File: config.mk
export PLATFORM = sky130hd
export DESIGN_NAME = sdram_read_arbiter
export DESIGN_NICKNAME = d
export VERILOG_FILES = /design/src/rtl/sdram_arb_pkg.sv /design/src/rtl/sdram_arb_tag_fifo.sv /design/src/rtl/sdram_read_arbiter.sv
export SDC_FILE = /design/constraint.sdc
export NUM_CORES = 1
export LEC_CHECK = 0
export BUFFER_PORTS_ARGS = -buffer_cell sky130_fd_sc_hd__buf_4
export CAP_MARGIN = 20
export CORE_ASPECT_RATIO = 0.7
export CORE_UTILIZATION = 54
export CTS_BUF_LIST = sky130_fd_sc_hd__clkbuf_4 sky130_fd_sc_hd__clkbuf_8
export DETAILED_ROUTE_END_ITERATION = 6
export PLACE_DENSITY = 0.88
export SLEW_MARGIN = 10
export SYNTH_ARGS = -nofsm -noshare
export SYNTH_HDL_FRONTEND = slang
export SYNTH_HIERARCHICAL = 1
export SYNTH_SLANG_ARGS = --single-unit
export TNS_END_PERCENT = 1
File: constraint.sdc
create_clock -name clock -period 9.04 [get_ports clock]
set_input_delay 1.808 -clock clock [delete_from_list [all_inputs] [get_ports clock]]
set_output_delay 1.808 -clock clock [all_outputs]
set_load 0.005 [all_outputs]
File: src/rtl/sdram_arb_pkg.sv
// Shared types and defaults for the two-port SDRAM read arbiter.
package sdram_arb_pkg;
  localparam int unsigned DEF_MAX_OUTSTANDING = 8;
  localparam int unsigned DEF_STARVE_LIMIT    = 16;

  localparam logic PORT_DISPLAY = 1'b0;
  localparam logic PORT_GENERAL = 1'b1;

  typedef struct packed {
    logic       port;
    logic [7:0] burstcount;
  } tag_t;

  // A zero burstcount still returns one beat, so it is tracked as a length of one.
  function automatic logic [7:0] tag_len(input logic [7:0] bc);
    return (bc == 8'd0) ? 8'd1 : bc;
  endfunction
endpackage

File: src/rtl/sdram_arb_tag_fifo.sv
// Register FIFO holding the owner and length of every outstanding burst.
// A push is accepted while full only when a pop happens in the same cycle.
module sdram_arb_tag_fifo
  import sdram_arb_pkg::*;
#(
  parameter int unsigned DEPTH = DEF_MAX_OUTSTANDING,
  localparam int unsigned AW   = $clog2(DEPTH)
) (
  input  logic        clock,
  input  logic        reset,
  input  logic        push_i,
  input  tag_t        push_tag_i,
  input  logic        pop_i,
  output tag_t        head_o,
  output logic        full_o,
  output logic        empty_o,
  output logic [AW:0] count_o
);
  localparam logic [AW:0] FULL_COUNT = (AW+1)'(DEPTH);

  tag_t          mem_q [DEPTH];
  logic [AW-1:0] wr_ptr_q, rd_ptr_q;
  logic [AW:0]   count_q;
  logic          do_push, do_pop;

  assign empty_o = (count_q == '0);
  assign full_o  = (count_q == FULL_COUNT);
  assign do_pop  = pop_i && !empty_o;
  assign do_push = push_i && (!full_o || do_pop);
  assign head_o  = mem_q[rd_ptr_q];
  assign count_o = count_q;

  always_ff @(posedge clock) begin
    if (do_push) mem_q[wr_ptr_q] <= push_tag_i;
  end

  always_ff @(posedge clock) begin
    if (reset) begin
      wr_ptr_q <= '0;
      rd_ptr_q <= '0;
      count_q  <= '0;
    end else begin
      if (do_push) wr_ptr_q <= wr_ptr_q + AW'(1);
      if (do_pop)  rd_ptr_q <= rd_ptr_q + AW'(1);
      case ({do_push, do_pop})
        2'b10:   count_q <= count_q + (AW+1)'(1);
        2'b01:   count_q <= count_q - (AW+1)'(1);
        default: count_q <= count_q;
      endcase
    end
  end
endmodule

File: src/rtl/sdram_read_arbiter.sv
// Two-master arbiter for the 64-bit Avalon-MM SDRAM read port: display port 0 has
// priority, port 1 is forced through after STARVE_LIMIT waits. SDRAM_ARB_STATS_EN adds stat_* outputs.
module sdram_read_arbiter
  import sdram_arb_pkg::*;
#(
  parameter int unsigned MAX_OUTSTANDING = DEF_MAX_OUTSTANDING,
  parameter int unsigned STARVE_LIMIT    = DEF_STARVE_LIMIT
) (
  input  logic        clock,
  input  logic        reset,
  input  logic [28:0] m0_address,
  input  logic [7:0]  m0_burstcount,
  input  logic        m0_read,
  output logic        m0_waitrequest,
  output logic [63:0] m0_readdata,
  output logic        m0_readdatavalid,
  input  logic [28:0] m1_address,
  input  logic [7:0]  m1_burstcount,
  input  logic        m1_read,
  output logic        m1_waitrequest,
  output logic [63:0] m1_readdata,
  output logic        m1_readdatavalid,
  output logic [28:0] sdram_address,
  output logic [7:0]  sdram_burstcount,
  output logic        sdram_read,
  input  logic        sdram_waitrequest,
  input  logic [63:0] sdram_readdata,
  input  logic        sdram_readdatavalid,
  output logic        protocol_error
`ifdef SDRAM_ARB_STATS_EN
  ,
  output logic [31:0] stat_grants0,
  output logic [31:0] stat_grants1,
  output logic [7:0]  stat_max_outstanding,
  output logic [15:0] stat_starve_forces
`endif
);
  localparam int unsigned AW    = $clog2(MAX_OUTSTANDING);
  localparam logic [7:0]  LIMIT = 8'(STARVE_LIMIT);

  logic [28:0] addr_q;
  logic [7:0]  bc_q, beat_q, starve_q;
  logic        read_q, perr_q;
  tag_t        head, push_tag;
  logic        fifo_full, fifo_empty;
  logic [AW:0] fifo_count;
  logic        slot_free, can_issue, beat_ok, pop, grant0, grant1, push;

  assign beat_ok   = sdram_readdatavalid && !fifo_empty;
  assign pop       = beat_ok && (beat_q == head.burstcount - 8'd1);
  assign slot_free = !read_q || !sdram_waitrequest;
  // Post-pop occupancy: a completing burst frees its slot for this cycle's capture.
  assign can_issue = slot_free && (!fifo_full || pop);

  always_comb begin
    grant0 = 1'b0;
    grant1 = 1'b0;
    if (can_issue) begin
      if (m1_read && (!m0_read || starve_q == LIMIT)) grant1 = 1'b1;
      else if (m0_read)                               grant0 = 1'b1;
    end
  end

  assign push     = grant0 || grant1;
  assign push_tag = '{port:       grant1 ? PORT_GENERAL : PORT_DISPLAY,
                      burstcount: tag_len(grant1 ? m1_burstcount : m0_burstcount)};

  sdram_arb_tag_fifo #(.DEPTH(MAX_OUTSTANDING)) u_tag_fifo (
    .clock      (clock),
    .reset      (reset),
    .push_i     (push),
    .push_tag_i (push_tag),
    .pop_i      (pop),
    .head_o     (head),
    .full_o     (fifo_full),
    .empty_o    (fifo_empty),
    .count_o    (fifo_count)
  );

  always_ff @(posedge clock) begin
    if (reset) begin
      read_q   <= 1'b0;
      addr_q   <= '0;
      bc_q     <= '0;
      beat_q   <= '0;
      starve_q <= '0;
      perr_q   <= 1'b0;
    end else begin
      if (slot_free) begin
        read_q <= push;
        if (push) begin
          addr_q <= grant1 ? m1_address    : m0_address;
          bc_q   <= grant1 ? m1_burstcount : m0_burstcount;
        end
      end
      if (beat_ok) beat_q <= pop ? 8'd0 : beat_q + 8'd1;
      if (sdram_readdatavalid && fifo_empty) perr_q <= 1'b1;
      if (!m1_read || grant1)                     starve_q <= '0;
      else if (grant0 && starve_q != LIMIT)       starve_q <= starve_q + 8'd1;
    end
  end

  assign sdram_read       = read_q;
  assign sdram_address    = addr_q;
  assign sdram_burstcount = bc_q;
  assign protocol_error   = perr_q;

  assign m0_waitrequest   = !grant0;
  assign m1_waitrequest   = !grant1;
  assign m0_readdata      = sdram_readdata;
  assign m1_readdata      = sdram_readdata;
  assign m0_readdatavalid = beat_ok && (head.port == PORT_DISPLAY);
  assign m1_readdatavalid = beat_ok && (head.port == PORT_GENERAL);

`ifdef SDRAM_ARB_STATS_EN
  logic [31:0] g0_q, g1_q;
  logic [7:0]  max_q;
  logic [15:0] forces_q;

  always_ff @(posedge clock) begin
    if (reset) begin
      g0_q     <= '0;
      g1_q     <= '0;
      max_q    <= '0;
      forces_q <= '0;
    end else begin
      if (grant0 && g0_q != '1) g0_q <= g0_q + 32'd1;
      if (grant1 && g1_q != '1) g1_q <= g1_q + 32'd1;
      if (grant1 && m0_read && starve_q == LIMIT && forces_q != '1) forces_q <= forces_q + 16'd1;
      if (8'(fifo_count) > max_q) max_q <= 8'(fifo_count);
    end
  end

  assign stat_grants0         = g0_q;
  assign stat_grants1         = g1_q;
  assign stat_max_outstanding = max_q;
  assign stat_starve_forces   = forces_q;
`else
  // Occupancy is only observed by the statistics block.
  logic unused_count;
  assign unused_count = ^fifo_count;
`endif
endmodule

==> flow_metrics.env, run 1 <==
export IMPL_wl_um=19200
export IMPL_hold_viol_final=0
export IMPL_worstPathArrival_ns=5.41
export IMPL_syn_avg_cell_area_um2=10.9
export IMPL_die_w_um=144
export IMPL_synth_edf_count=72
export IMPL_portBuffers=122
export IMPL_cts_root_buf="clkbuf_8"
export IMPL_clk_pin_slew_worst_paths_ns=0.08
export IMPL_end_kind="output pin"
export IMPL_syn2layout_area_growth_pct=5.93
export IMPL_wire_per_inst_um=21.7
export IMPL_p_total_mw=1.51
export IMPL_hold_class="reg -> reg"
export IMPL_initial_utilization_pct=55.2
export IMPL_rrSetupSlack_ns=2.32
export IMPL_status="complete, no violations"
export IMPL_use_met1_pct=36.5
export IMPL_postCtsHoldBufs=0
export IMPL_die_h_um=102
export IMPL_cts_buffer_depth=2
export IMPL_cts_resized=0
export IMPL_drive_gt1_share_pct=28.7
export IMPL_grt_pass1_vias=5162
export IMPL_antenna_found_initial=0
export IMPL_seq_area_frac_synth_pct=46.0
export IMPL_grt_pass1_wl_um=28900
export IMPL_fin_crit_sh_pct=79.9
export IMPL_post_cts_buffers=0
export IMPL_route_vias_total=5505
export IMPL_async_flop_share_pct=0
export IMPL_fin_nets=834
export IMPL_io_pins=315
export IMPL_slew_headroom_pct=33.2
export IMPL_core_mm2=0.0139
export IMPL_clock_latency_ns=0.46
export IMPL_overflow=0
export IMPL_worstMarginPinSlew_ns=1.00
export IMPL_max_freq_ghz=0.139
export IMPL_power_leakage_nw=3.08
export IMPL_drv_cap=0
export IMPL_cp_start_kind="flop"
export IMPL_required_ns=7.23
export IMPL_cellPowerDensity_mw_per_mm2=186
export IMPL_rsz0062_at_grt="no"
export IMPL_htree_levels=4
export IMPL_dieArea_mm2=0.0147
export IMPL_vdd_drop_max_mv=0.114
export IMPL_drt_iter0_markers=465
export IMPL_numCtsBuffers=17
export IMPL_busiest_layer="met2"
export IMPL_ys_seq_elements=140
export IMPL_fin_crit_ns=7.22
export IMPL_via_per_inst=6.23
export IMPL_ys_flop_type="edfxtp_1"
export IMPL_place_hpwl_um=13700
export IMPL_tritoncts="built"
export IMPL_yosys_warnings=6
export IMPL_grtUsageMet2_pct=36.8
export IMPL_drcViolationCount=0
export IMPL_gr_usage_met3_pct=13.0
export IMPL_drtAntennaViolNets=0
export IMPL_dr_pass1_iters=5
export IMPL_fin_setup_tns_ns=0
export IMPL_grt_max_degree=55
export IMPL_synth_nets=857
export IMPL_cp_max_fo=18
export IMPL_track_usage_pct=26.8
export IMPL_gp_congestion=0.937
export IMPL_maxSlewViolCount=0
export IMPL_rows=36
export IMPL_synthCells=704
export IMPL_synth_distinct_cells=68
export IMPL_skew_ns=0.0181
export IMPL_n_antenna_cell=0
export IMPL_setup_viol=0
export IMPL_crit_type="reg -> out"
export IMPL_syn_cell_area_mm2=0.00766
export IMPL_cts_sinks=140
==> synth_stat cells (all sizes together) (9+ instances only) <==
cell type | instances | area share (%)
nand3 | 13 | 0.85
edfxtp | 72 | 28
inv | 12 | 0.59
nor3 | 9 | 0.74
clkbuf | 26 | 1.3
nand2 | 83 | 4.1
or4 | 9 | 0.93
nor2 | 30 | 1.5
dfxtp | 68 | 18
a31oi | 37 | 3.0
mux2 | 16 | 2.7
a311oi | 36 | 4.1
xor2 | 12 | 1.4
mux4 | 18 | 6.1
buf | 144 | 14
xnor2 | 9 | 1.0
a21oi | 18 | 1.3
==> critical path, stage by stage, from the launching register on <==
cell and delay [ns]:
dfxtp_1 0.99, mux4_1 0.66, mux2_2 0.32, inv_1 0.07
ha_1 0.19, or3b_1 0.40, or4_1 0.40, a211oi_1 0.38
a21boi_1 0.37, nor3_4 0.87, inv_1 0.11, buf_4 0.18
==> final timing paths <==
kind | endpoint | cells past startpoint | start
worst max-delay path | m1_waitrequest | 11 | flop
worst min-delay path | protocol_error$_SDFFE_PP0P_ | 2 | protocol_error$_SDFFE_PP0P_
worst max register to register | u_tag_fifo/mem_q[7][7]$_DFFE_PP_ | 10 | flop
worst min register to register | protocol_error$_SDFFE_PP0P_ | 2 | protocol_error$_SDFFE_PP0P_
==> metrics by stage <==
stage / utilization [%] / setup slack, ns / hold WS (ns) / cell area, um^2 / cells
final: 58.5 / 1.82 / 0.493 / 8110 / 884
after global routing: 58.5 / 1.50 / 0.531 / 8110 / 884
after CTS: 58.3 / 1.80 / 0.495 / 8090 / 882
after detailed placement: 55.3 / 2.20 / 0.473 / 7680 / 850
after global placement: 55.3 / 2.57 / 0.451 / 7680 / 850
after floorplan: - / 3.60 / 0.456 / 7660 / 704
==> sequential cells by signal, summed over array words and instances, names as in the netlist, named ones only <==
register / flops
sdram_burstcount: 8
protocol_error: 1
starve_q: 8
u_tag_fifo/mem_q: 72
beat_q: 8
sdram_address: 29
u_tag_fifo/count_o: 4
sdram_read: 1
u_tag_fifo/wr_ptr_q: 3
u_tag_fifo/rd_ptr_q: 3
==> final cells by class <==
cell class                      instances  area [um^2]
Inverter                               12         45.0
Clock buffer                           17          234
Sequential cell                       140         3520
Timing Repair Buffer                  128          956
Multi-Input combinational cell        382         2940
Clock inverter                         15          175
Tap cell                              190          238
Fill cell                            1125         5760
==> routing by layer <==
metal  vias up  part of all wire [%]  routed length (um)
li1       2429                     -                   -
met1      2616                    41                7820
met2       418                    43                8270
met3        42                    14                2720
met4         0                   2.0                 393
met5         -                     0                   0
==> cells in the final DEF (no fill, tap or decap), types with 4 or more instances in the layout <==
cell type,instances
buf_4,126
nand2_1,83
edfxtp_1,72
dfxtp_1,68
a31oi_1,37
a311oi_1,36
nor2_1,30
a21oi_1,17
clkbuf_8,17
mux4_1,16
nand3_1,13
xor2_1,12
inv_1,11
xnor2_1,9
mux2_2,9
or4_1,8
nand2b_1,8
ha_1,8
o31ai_1,7
mux2_4,7
inv_6,6
nor3_1,5
o211ai_1,5
and2_1,5
nor4_1,4
mux2i_1,4
==> cells by family (layout without fill, tap and decap cells) <==
family | Yosys count | in the layout | synth area share [%]
flops | 140 | 140 | 46.0
fa+ha+maj | 9 | 9 | 1.57
compound gates | 128 | 128 | 13.0
mux | 38 | 38 | 9.30
xor+xnor | 21 | 21 | 2.40
buf+inv | 182 | 172 | 15.8
simple gates | 186 | 186 | 11.9
==> where the power goes <==
group          internal [mW]  switching [mW]
sequential             0.712          0.0293
clock                  0.255           0.271
combinational          0.112           0.133
Power figures use the tool's default switching activity.
==> run 2, diff against run 1 <==
--- a/config.mk
+++ b/config.mk
@@ -5,13 +5,14 @@
 export SDC_FILE = /design/constraint.sdc
 export NUM_CORES = 1
 export LEC_CHECK = 0
+export ABC_AREA = 1
 export BUFFER_PORTS_ARGS = -buffer_cell sky130_fd_sc_hd__buf_4
 export CAP_MARGIN = 20
 export CORE_ASPECT_RATIO = 0.7
-export CORE_UTILIZATION = 54
+export CORE_UTILIZATION = 45
 export CTS_BUF_LIST = sky130_fd_sc_hd__clkbuf_4 sky130_fd_sc_hd__clkbuf_8
 export DETAILED_ROUTE_END_ITERATION = 6
-export PLACE_DENSITY = 0.88
+export PLACE_DENSITY = 0.79
 export SLEW_MARGIN = 10
 export SYNTH_ARGS = -nofsm -noshare
 export SYNTH_HDL_FRONTEND = slang
==> constraint.sdc (replaced) <==
create_clock -name clock -period 6.35 [get_ports clock]
set_input_delay 1.27 -clock clock [delete_from_list [all_inputs] [get_ports clock]]
set_output_delay 1.27 -clock clock [all_outputs]
set_load 0.005 [all_outputs]
==> run 2 against run 1 <==
Compared with the run above:
- first-iteration DRC count up 32%
- register-to-register slack got worse by 1.0 ns
- sequential power is 37% higher
- largest cell class unchanged
- critical path type is now reg -> reg
- die area up 19%
- setup slack got worse by 0.52 ns
- clock skew increased by 0.0022 ns
- clock power is 53% higher
- utilization down 9.1 points
- flip-flop and latch count stayed put
- count of clock-buffer cells in the layout increased by 3
==> flow_metrics.env, run 2 <==
export IMPL_dieArea_mm2=0.0175
export IMPL_overflow=0
export IMPL_synthCells=901
export IMPL_fin_hold_ws_ns=0.470
export IMPL_dr_pass1_iters=5
export IMPL_antenna_found_initial=0
export IMPL_cts_root_buf="clkbuf_8"
export IMPL_syn_cell_area_mm2=0.00763
export IMPL_die_h_um=111
export IMPL_cp_start_kind="flop"
export IMPL_slew_headroom_pct=26.3
export IMPL_worstPathArrival_ns=5.09
export IMPL_clock_latency_ns=0.44
export IMPL_gp_congestion=0.855
export IMPL_cts_resized=0
export IMPL_yosys_warnings=6
export IMPL_final_cell_mix="252 x nand2_1, 127 x buf_4, 72 x edfxtp_1, 68 x dfxtp_1, 66 x inv_1"
export IMPL_io_pins=315
export IMPL_fin_crit_sh_pct=79.5
export IMPL_n_antenna_cell=0
export IMPL_maxSlewViolCount=0
export IMPL_postCtsHoldBufs=0
export IMPL_synth_distinct_cells=44
export IMPL_end_kind="flop"
export IMPL_die_w_um=158
export IMPL_yosysTopAreaCellShare_pct=28.3
export IMPL_drt_iter0_markers=612
export IMPL_crit_type="reg -> reg"
export IMPL_drtAntennaViolNets=0
export IMPL_grt_pass1_wl_um=27800
export IMPL_drcViolationCount=0
export IMPL_synth_commonest_cells="252 x nand2_1, 130 x buf_4, 72 x edfxtp_1"
export IMPL_route_vias_total=5647
export IMPL_cts_buffer_depth=2
export IMPL_clk_pin_slew_worst_paths_ns=0.09
export IMPL_synth_top_area_cell="edfxtp_1"
export IMPL_rows=39
export IMPL_multi_input_area_mm2=0.00262
export IMPL_skew_ns=0.0203
export IMPL_required_ns=6.39
export IMPL_largest_register_ffs=72
export IMPL_power_leakage_nw=3.51
export IMPL_async_flop_share_pct=0
export IMPL_synth_nets=1054
export IMPL_initial_utilization_pct=46.4
export IMPL_worstMarginPinSlew_ns=1.10
export IMPL_ys_seq_elements=140
export IMPL_largest_register="u_tag_fifo/mem_q"
export IMPL_wire_per_inst_um=15.2
export IMPL_rr_worst_depth=23
export IMPL_synth_area_leaders="edfxtp_1 28%, dfxtp_1 18%, buf_4 13%, nand2_1 12%, a21oi_1 3.5%"
export IMPL_syn2layout_area_growth_pct=6.34
export IMPL_fin_nets=1042
export IMPL_grt_pass1_vias=5185
export IMPL_syn_avg_cell_area_um2=8.47
export IMPL_portBuffers=122
export IMPL_rsz0062_at_grt="no"
export IMPL_drv_cap=0
export IMPL_hold_depth=2
export IMPL_hold_viol_final=0
export IMPL_grt_max_degree=47
export IMPL_synth_edf_count=72
export IMPL_place_hpwl_um=12300
export IMPL_status="complete, no violations"
export IMPL_fin_crit_ns=5.05
export IMPL_vdd_drop_max_mv=0.161
export IMPL_via_per_inst=5.01
export IMPL_post_cts_buffers=0
export IMPL_cellPowerDensity_mw_per_mm2=259
export IMPL_tritoncts="built"
export IMPL_n_fill_cell=1488
export IMPL_wl_um=17200
export IMPL_core_mm2=0.0164
export IMPL_max_freq_ghz=0.198
export IMPL_setup_viol=0
export IMPL_fin_setup_tns_ns=0
export IMPL_drive_gt1_share_pct=21.4
export IMPL_placedCellCount=1095
export IMPL_track_usage_pct=20.6
export IMPL_hold_class="reg -> reg"
export IMPL_numCtsBuffers=17
export IMPL_ys_flop_type="edfxtp_1"
export IMPL_seq_area_mm2=0.00352
export IMPL_cp_max_fo=46
export IMPL_layout_commonest_cell="nand2_1"
export IMPL_cts_sinks=140
export IMPL_synthMostInstantiatedCell="nand2_1"
export IMPL_htree_levels=4
export IMPL_seq_area_frac_synth_pct=46.1
export IMPL_instances_no_fill=1127
==> run 2: changes by cell type after synthesis, sizes merged, moves of 32 or more <==
cell	delta
nand2	+178
a21oi	+38
a311oi	-36
o21ai	+32
inv	+61
a31oi	-36
nor2	+38
==> run 2: area by class of cell <==
class,count,share of cell area [%]
timing repair buffer,127,11.7
tap,225,3.47
inverter,76,3.62
sequential,140,43.4
clock buffer,20,3.24
clock inverter,12,2.25
multi-input combinational,527,32.3
==> run 2: path summary, 6_finish.rpt <==
check                           startpoint                                to  slack [ns]
setup / recovery                      flop  u_tag_fifo/mem_q[5][0]$_DFFE_PP_        1.30
hold / removal    starve_q[7]$_SDFFE_PP0P_          starve_q[7]$_SDFFE_PP0P_        0.47
setup reg to reg                      flop  u_tag_fifo/mem_q[5][0]$_DFFE_PP_        1.30
hold reg to reg   starve_q[7]$_SDFFE_PP0P_          starve_q[7]$_SDFFE_PP0P_        0.47
==> run 2: power by group <==
group	internal [mW]	switching (mW)
clock	0.452	0.352
combinational	0.116	0.166
sequential	0.998	0.0227
==> run 2: logic make-up (layout without fill, tap and decap cells) <==
kind of cell | after synthesis | count (layout) | share of synthesized area, %
and+or+nand+nor | 377 | 377 | 21.3
buffers and inverters | 234 | 235 | 19.5
DFF | 140 | 140 | 46.1
AOI/OAI and AO/OA | 113 | 113 | 7.98
muxes | 18 | 18 | 2.36
xor gates and xnor gates | 10 | 10 | 1.15
adders and majority gates | 9 | 9 | 1.57
==> run 2: per-stage QoR <==
step                      cell area [um^2]  setup slack (ns)  util, %  total power, mW
after floorplan                       7630              2.69        -             1.27
after global placement                7670              1.48     46.7             1.31
after detailed placement              7670              1.32     46.7             1.32
after CTS                             8120              1.33     49.4             2.12
after global routing                  8120             0.918     49.4             2.19
final                                 8120              1.30     49.4             2.11
==> run 2: per-layer routing <==
layer / track usage [%] / wire length (um) / vias up / share of wire, %
met1: 29.9 / 7750 / 2571 / 45
li1: - / - / 2768 / -
met2: 27.4 / 7100 / 289 / 41
met4: 4.40 / 114 / 2 / 0.66
met5: 2.38 / 50 / - / 0.29
met3: 9.27 / 2170 / 17 / 13
==> run 2: critical path: stages (launching register included) <==
cell and delay, ns:
dfxtp_1 0.70, buf_4 0.44, o21ai_0 0.15, o22ai_1 0.16, nand2_1 0.06, nand2_1 0.10
inv_1 0.05, ha_1 0.29, inv_1 0.06, nand2_1 0.04, nand2_1 0.06, nand3_1 0.08
nor2_1 0.11, nand2_1 0.07, nor2_2 0.12, nand2_4 0.12, a21boi_2 0.17, o21ai_2 0.06
buf_4 0.25, clkinv_4 0.30, nand2_1 0.22, nor2_1 0.17, inv_2 0.06, nor2_1 0.80
